<file path="config.mk">
export PLATFORM = sky130hd
export DESIGN_NAME = uart_tx_arb
export DESIGN_NICKNAME = d
export VERILOG_FILES = /design/src/rtl/uart_tx_arb.sv
export SDC_FILE = /design/constraint.sdc
export NUM_CORES = 1
export LEC_CHECK = 0
export ABC_AREA = 0
export ABC_CLOCK_PERIOD_IN_PS = 2390
export CAP_MARGIN = 15
export CORE_MARGIN = 8
export CORE_UTILIZATION = 44
export CTS_BUF_LIST = sky130_fd_sc_hd__clkbuf_8 sky130_fd_sc_hd__clkbuf_16
export DETAILED_ROUTE_END_ITERATION = 8
export HOLD_SLACK_MARGIN = 0.02
export PLACE_DENSITY = 0.78
export SLEW_MARGIN = 15
export SYNTH_ARGS = -nofsm -noshare
export SYNTH_HDL_FRONTEND = slang
export SYNTH_SLANG_ARGS = --single-unit
</file>
<file path="constraint.sdc">
create_clock -name clk_i -period 2.39 [get_ports clk_i]
set_input_delay 0.3585 -clock clk_i [delete_from_list [all_inputs] [get_ports clk_i]]
set_output_delay 0.3585 -clock clk_i [all_outputs]
set_load 0.01 [all_outputs]
</file>
<file path="src/rtl/uart_tx_arb.sv">
// uart_tx_arb: round-robin, packet-locking arbiter that lets NREQ byte
// sources share one uart_tx. A grant is held until the owner's last byte
// or the MAX_BURST cap. The line is then drained to idle before the next
// owner is picked.
//
// Handshake rule on every port: a byte moves on a clock edge where
// valid && ready are both high. valid never waits on ready. Once a source
// raises valid, the data stays put until the transfer happens.
module uart_tx_arb #(
  parameter int NREQ      = 2,
  parameter int DW        = 8,
  parameter int MAX_BURST = 16
) (
  input  logic              clk_i,
  input  logic              rst_i,
  input  logic [NREQ-1:0]    req_valid_i,
  input  logic [NREQ*DW-1:0] req_data_i,
  input  logic [NREQ-1:0]    req_last_i,
  output logic [NREQ-1:0]    req_ready_o,
  output logic [DW-1:0]      tx_data_o,
  output logic              tx_valid_o,
  input  logic              tx_ready_i,
  input  logic              tx_busy_i,
  output logic [NREQ-1:0]    grant_o,
  output logic              burst_cut_o,
  output logic [1:0]         state_o
);

  localparam int GW = $clog2(NREQ);
  // A zero-width counter is not legal, so the unlimited case keeps 1 bit.
  localparam int CW = (MAX_BURST == 0) ? 1 : $clog2(MAX_BURST + 1);
  localparam logic [CW-1:0] BURST_CAP = CW'(MAX_BURST);

  typedef enum logic [1:0] {
    S_IDLE  = 2'd0,
    S_XFER  = 2'd1,
    S_FLUSH = 2'd2
  } state_e;

  state_e          state_q, state_d;
  logic [NREQ-1:0] grant_q, grant_d;
  logic [GW-1:0]   gidx_q, gidx_d;
  logic [GW-1:0]   last_g_q, last_g_d;
  logic [CW-1:0]   cnt_q, cnt_d;
  logic [1:0]      flush_q, flush_d;
  logic            cut_q, cut_d;
  logic            txv_q, txv_d;
  logic [DW-1:0]   txd_q, txd_d;

  logic            slot_free;
  logic            own_valid;
  logic            own_last;
  logic [DW-1:0]   own_data;
  logic            accept;
  logic [CW-1:0]   cnt_inc;
  logic            cap_hit;
  logic            rr_any;
  logic [GW-1:0]   rr_pick;

  assign slot_free = !txv_q || tx_ready_i;
  assign own_valid = req_valid_i[gidx_q];
  assign own_last  = req_last_i[gidx_q];
  assign own_data  = req_data_i[gidx_q*DW +: DW];
  // No handshake may complete while reset is asserted.
  assign accept    = (state_q == S_XFER) && slot_free && own_valid && !rst_i;
  assign cnt_inc   = (cnt_q == {CW{1'b1}}) ? cnt_q : cnt_q + 1'b1;
  assign cap_hit   = (MAX_BURST != 0) && (cnt_inc == BURST_CAP);

  // Round-robin search starting one past the previous owner, wrapping.
  always_comb begin
    logic [GW-1:0] cand;
    rr_any  = 1'b0;
    rr_pick = '0;
    cand    = '0;
    for (int i = 1; i <= NREQ; i++) begin
      cand = GW'((int'(last_g_q) + i) % NREQ);
      if (!rr_any && req_valid_i[cand]) begin
        rr_any  = 1'b1;
        rr_pick = cand;
      end
    end
  end

  // Only the owner sees ready, and only while the output slot can take a byte.
  always_comb begin
    req_ready_o = '0;
    if (state_q == S_XFER && slot_free && !rst_i) begin
      req_ready_o = grant_q;
    end
  end

  // Output register: loads on accept, empties when uart_tx takes the byte.
  always_comb begin
    txv_d = txv_q;
    txd_d = txd_q;
    if (accept) begin
      txv_d = 1'b1;
      txd_d = own_data;
    end else if (txv_q && tx_ready_i) begin
      txv_d = 1'b0;
    end
  end

  // Arbitration FSM: pick owner, stream the packet, drain the line.
  always_comb begin
    state_d  = state_q;
    grant_d  = grant_q;
    gidx_d   = gidx_q;
    last_g_d = last_g_q;
    cnt_d    = cnt_q;
    flush_d  = flush_q;
    cut_d    = 1'b0;
    case (state_q)
      S_IDLE: begin
        if (rr_any) begin
          state_d          = S_XFER;
          gidx_d           = rr_pick;
          grant_d          = '0;
          grant_d[rr_pick] = 1'b1;
          cnt_d            = '0;
        end
      end
      S_XFER: begin
        if (accept) begin
          cnt_d = cnt_inc;
          if (own_last || cap_hit) begin
            state_d  = S_FLUSH;
            last_g_d = gidx_q;
            flush_d  = 2'd0;
            // A last byte that also hits the cap is a normal packet end.
            cut_d    = !own_last;
          end
        end
      end
      S_FLUSH: begin
        // Wait for the slot to empty, give uart_tx two cycles to raise
        // busy, then wait for the line to go idle.
        if (!txv_q) begin
          if (flush_q != 2'd2) begin
            flush_d = flush_q + 2'd1;
          end else if (!tx_busy_i) begin
            state_d = S_IDLE;
            grant_d = '0;
          end
        end
      end
      default: begin
        state_d = S_IDLE;
        grant_d = '0;
      end
    endcase
  end

  // State and datapath registers with synchronous reset.
  always_ff @(posedge clk_i) begin
    if (rst_i) begin
      state_q  <= S_IDLE;
      grant_q  <= '0;
      gidx_q   <= '0;
      last_g_q <= GW'(NREQ - 1);
      cnt_q    <= '0;
      flush_q  <= 2'd0;
      cut_q    <= 1'b0;
      txv_q    <= 1'b0;
      txd_q    <= '0;
    end else begin
      state_q  <= state_d;
      grant_q  <= grant_d;
      gidx_q   <= gidx_d;
      last_g_q <= last_g_d;
      cnt_q    <= cnt_d;
      flush_q  <= flush_d;
      cut_q    <= cut_d;
      txv_q    <= txv_d;
      txd_q    <= txd_d;
    end
  end

  assign tx_valid_o  = txv_q;
  assign tx_data_o   = txd_q;
  assign grant_o     = grant_q;
  assign burst_cut_o = cut_q;
  assign state_o     = state_q;

endmodule

</file>
==> impl_metrics.env <==
export IMPL_slew_limit_headroom_pct=68.4
export IMPL_drt_first_iter_violations=48
export IMPL_root_buffer="clkbuf_8"
export IMPL_synth_edf_count=0
export IMPL_fmax_mhz=456
export IMPL_clk_pin_slew_ps=80
export IMPL_critPathTopFamily="buffers and inverters"
export IMPL_die_w_um=66.6
export IMPL_gp_congestion=0.785
export IMPL_wl_per_cell_um=14.1
export IMPL_gr_total_overflow=0
export IMPL_viasPerCell=5.40
export IMPL_post_synth_top_count_cell="dfxtp_1"
export IMPL_crit_start="rst_i"
export IMPL_cts_buffer_depth=2
export IMPL_async_reset_ff_share_pct=0
export IMPL_worstPathCellList="clkdlybuf4s50_1 -> nor2_1 -> and3_1 -> and2_1 -> clkdlybuf4s50_1"
export IMPL_synthCells=128
export IMPL_clk_latency_ps=270
export IMPL_setup_viol=0
export IMPL_power_mw=0.817
export IMPL_ys_types=37
export IMPL_synth_seq_cells=23
export IMPL_grt_usage_pct=13.7
export IMPL_synth_warnings=0
export IMPL_drtPass1Iterations=4
export IMPL_crit_slowest_cell="clkdlybuf4s50_1"
export IMPL_io_buffers=39
export IMPL_worstPathArrival_ps=1830
export IMPL_synth_top_area_share_pct=40.9
export IMPL_area_growth_synth_to_final_pct=42.4
export IMPL_globalRouteMet1Util_pct=14.8
export IMPL_cp_max_fo=4
export IMPL_worstSetupStartpointType="input pin"
export IMPL_cts_repair_resized=0
export IMPL_dp_hpwl_um=2170
export IMPL_post_synth_top_area_cell="dfxtp_1"
export IMPL_start_util_pct=45.8
export IMPL_r2r_start="cnt_q[1]$_SDFFE_PP0P_"
export IMPL_grt_busiest_layer="met2"
export IMPL_hold_class="reg2reg"
export IMPL_regToRegSetupSlack_ps=450
export IMPL_post_route_util_pct=65.2
export IMPL_max_stage_delay_ps=540
export IMPL_grt_antenna_before_repair=0
export IMPL_synth_net_count=154
export IMPL_drc_errors=0
export IMPL_ys_seq_area_share_pct=40.9
export IMPL_hold_ws_ps=481
export IMPL_rows=18
export IMPL_final_max_slew_violation_count=0
export IMPL_fin_nets=196
export IMPL_endpoint_kind="output pin"
export IMPL_grt_pass1_vias=1181
export IMPL_post_cts_setup_buffers=0
export IMPL_cp_num_buf_inv=2
export IMPL_htree_levels=1
export IMPL_vias=1075
export IMPL_cts_buffers=3
export IMPL_die_y_um=66.6
export IMPL_min_period_over_period_pct=91.7
export IMPL_tns_ps=0
export IMPL_use_met3_pct=5.54
export IMPL_power_density_nw_per_um2=510
export IMPL_rsz0062_at_grt="false"
export IMPL_synthFlopType="dfxtp_1"
export IMPL_clock_skew_ps=4.87
export IMPL_final_min_clock_period_ps=2190
export IMPL_gr_usage_met2_pct=22.9
export IMPL_cts_sinks=23
export IMPL_stdcell_count=199
export IMPL_worst_slew_pin_slew_ps=470
export IMPL_coreArea_um2=2450
export IMPL_netlist_area_um2=1120
export IMPL_grt_max_degree=23
export IMPL_grt_pass1_wl_um=4930
export IMPL_final_area_um2=1600
export IMPL_cts_tree="done"
export IMPL_pin_count=40
export IMPL_reg2reg_to="state_o[0]$_SDFFE_PP0P_"
export IMPL_drv_cap=0
export IMPL_pre_cts_ws_ps=189
export IMPL_totalWireLength_um=2810
export IMPL_antenna_cells=0
export IMPL_crit_required_ps=2030
export IMPL_crit_top_cell="clkdlybuf4s50_1"
export IMPL_reg2regPathDepth=6
export IMPL_path_depth=5
export IMPL_crit_type="in2out"
export IMPL_setup_slack_ps=199
export IMPL_outcome="finished, final reports clean"
export IMPL_die_area_um2=4430
export IMPL_yosys_top_cells_area="dfxtp_1 41%, mux2i_1 7.1%, a211oi_1 6.0%"
export IMPL_holdBufCountCts=0
export IMPL_leakagePower_nw=0.554
export IMPL_hold_viol_final=0
export IMPL_dpl_cell_area_um2=1560
export IMPL_ir_drop_v=0.000381
export IMPL_drt_antenna_violating_nets=0
export IMPL_drive_gt1_share_pct=7.69
export IMPL_fillers=218
export IMPL_synth_area_per_cell_um2=8.79
export IMPL_crit_end="req_ready_o[0]"
export IMPL_synthTopCellsByCount="23 x dfxtp_1, 15 x nor2_1, 11 x nand2_1"
export IMPL_place_inst=195
[cell type report]
type	instances	area (µm²)	area share [%]
repair buffers	43	420	26.2
inverters	4	15.0	0.937
flip-flops and latches	23	460	28.7
clock buffers	3	41.3	2.58
multi-input cells	95	622	38.8
well taps	30	37.5	2.34
clock inverters	1	5.00	0.312
[worst min-delay path, stage by stage (launching register included)]
cell	delay (ps)
dfxtp_1	330
nand2_1	60
a21oi_1	50
[where the power goes]
part           internal, mW  switching (mW)  total (mW)  leakage [nW]
sequential            0.400          0.0142       0.415         0.187
combinational        0.0913          0.0650       0.156         0.341
clock                 0.117           0.129       0.246        0.0255
total                 0.608           0.208       0.817         0.554
[sequential cells by signal (all words and copies together), names as in the netlist, 2 cells and up]
name,cells
tx_data_o,8
state_o,2
grant_o,2
flush_q,2
cnt_q,5
[metal layers]
layer	wire, µm	part of all wire (%)
met4	42	1.5
met1	1210	43
met5	0	0
met3	283	10
met2	1280	45
[kinds of logic (layout without fill, tap and decap cells)]
kind of cell             Yosys count  count (layout)  synth area share, %
AND/OR/NAND/NOR                   53              53                 24.4
AO/OA/AOI/OAI                     28              28                 17.2
flip-flops                        23              23                 40.9
multiplexers                      12              12                 11.5
buffers and inverters             10              51                 3.78
adder cells (fa/ha/maj)            2               2                 2.22
[layout by cell type, fill, tap and decap left out, types with 3 or more instances in the layout]
| master | instances |
|---|---|
| mux2i_1 | 8 |
| inv_1 | 4 |
| nand3_1 | 5 |
| a211oi_1 | 9 |
| a21oi_1 | 8 |
| dfxtp_1 | 23 |
| buf_4 | 4 |
| nand2_1 | 11 |
| and2_1 | 3 |
| clkdlybuf4s50_1 | 39 |
| nor2_1 | 15 |
| clkbuf_8 | 3 |
| nand2b_1 | 3 |
| nand4_1 | 4 |
[worst min path at each step]
stage	from	to	slack [ps]	cells after the start
final	grant_o[1]$_SDFFE_PP0P_	grant_o[1]$_SDFFE_PP0P_	480	2
after global routing	flush_q[1]$_SDFFE_PP0P_	flush_q[1]$_SDFFE_PP0P_	510	2
after CTS	grant_o[1]$_SDFFE_PP0P_	grant_o[1]$_SDFFE_PP0P_	480	2
after detailed placement	grant_o[1]$_SDFFE_PP0P_	grant_o[1]$_SDFFE_PP0P_	470	2
after global placement	flush_q[0]$_SDFFE_PP0P_	flush_q[0]$_SDFFE_PP0P_	460	2
after floorplan	flush_q[0]$_SDFFE_PP0P_	flush_q[0]$_SDFFE_PP0P_	450	2
Power figures use the tool's default switching activity.
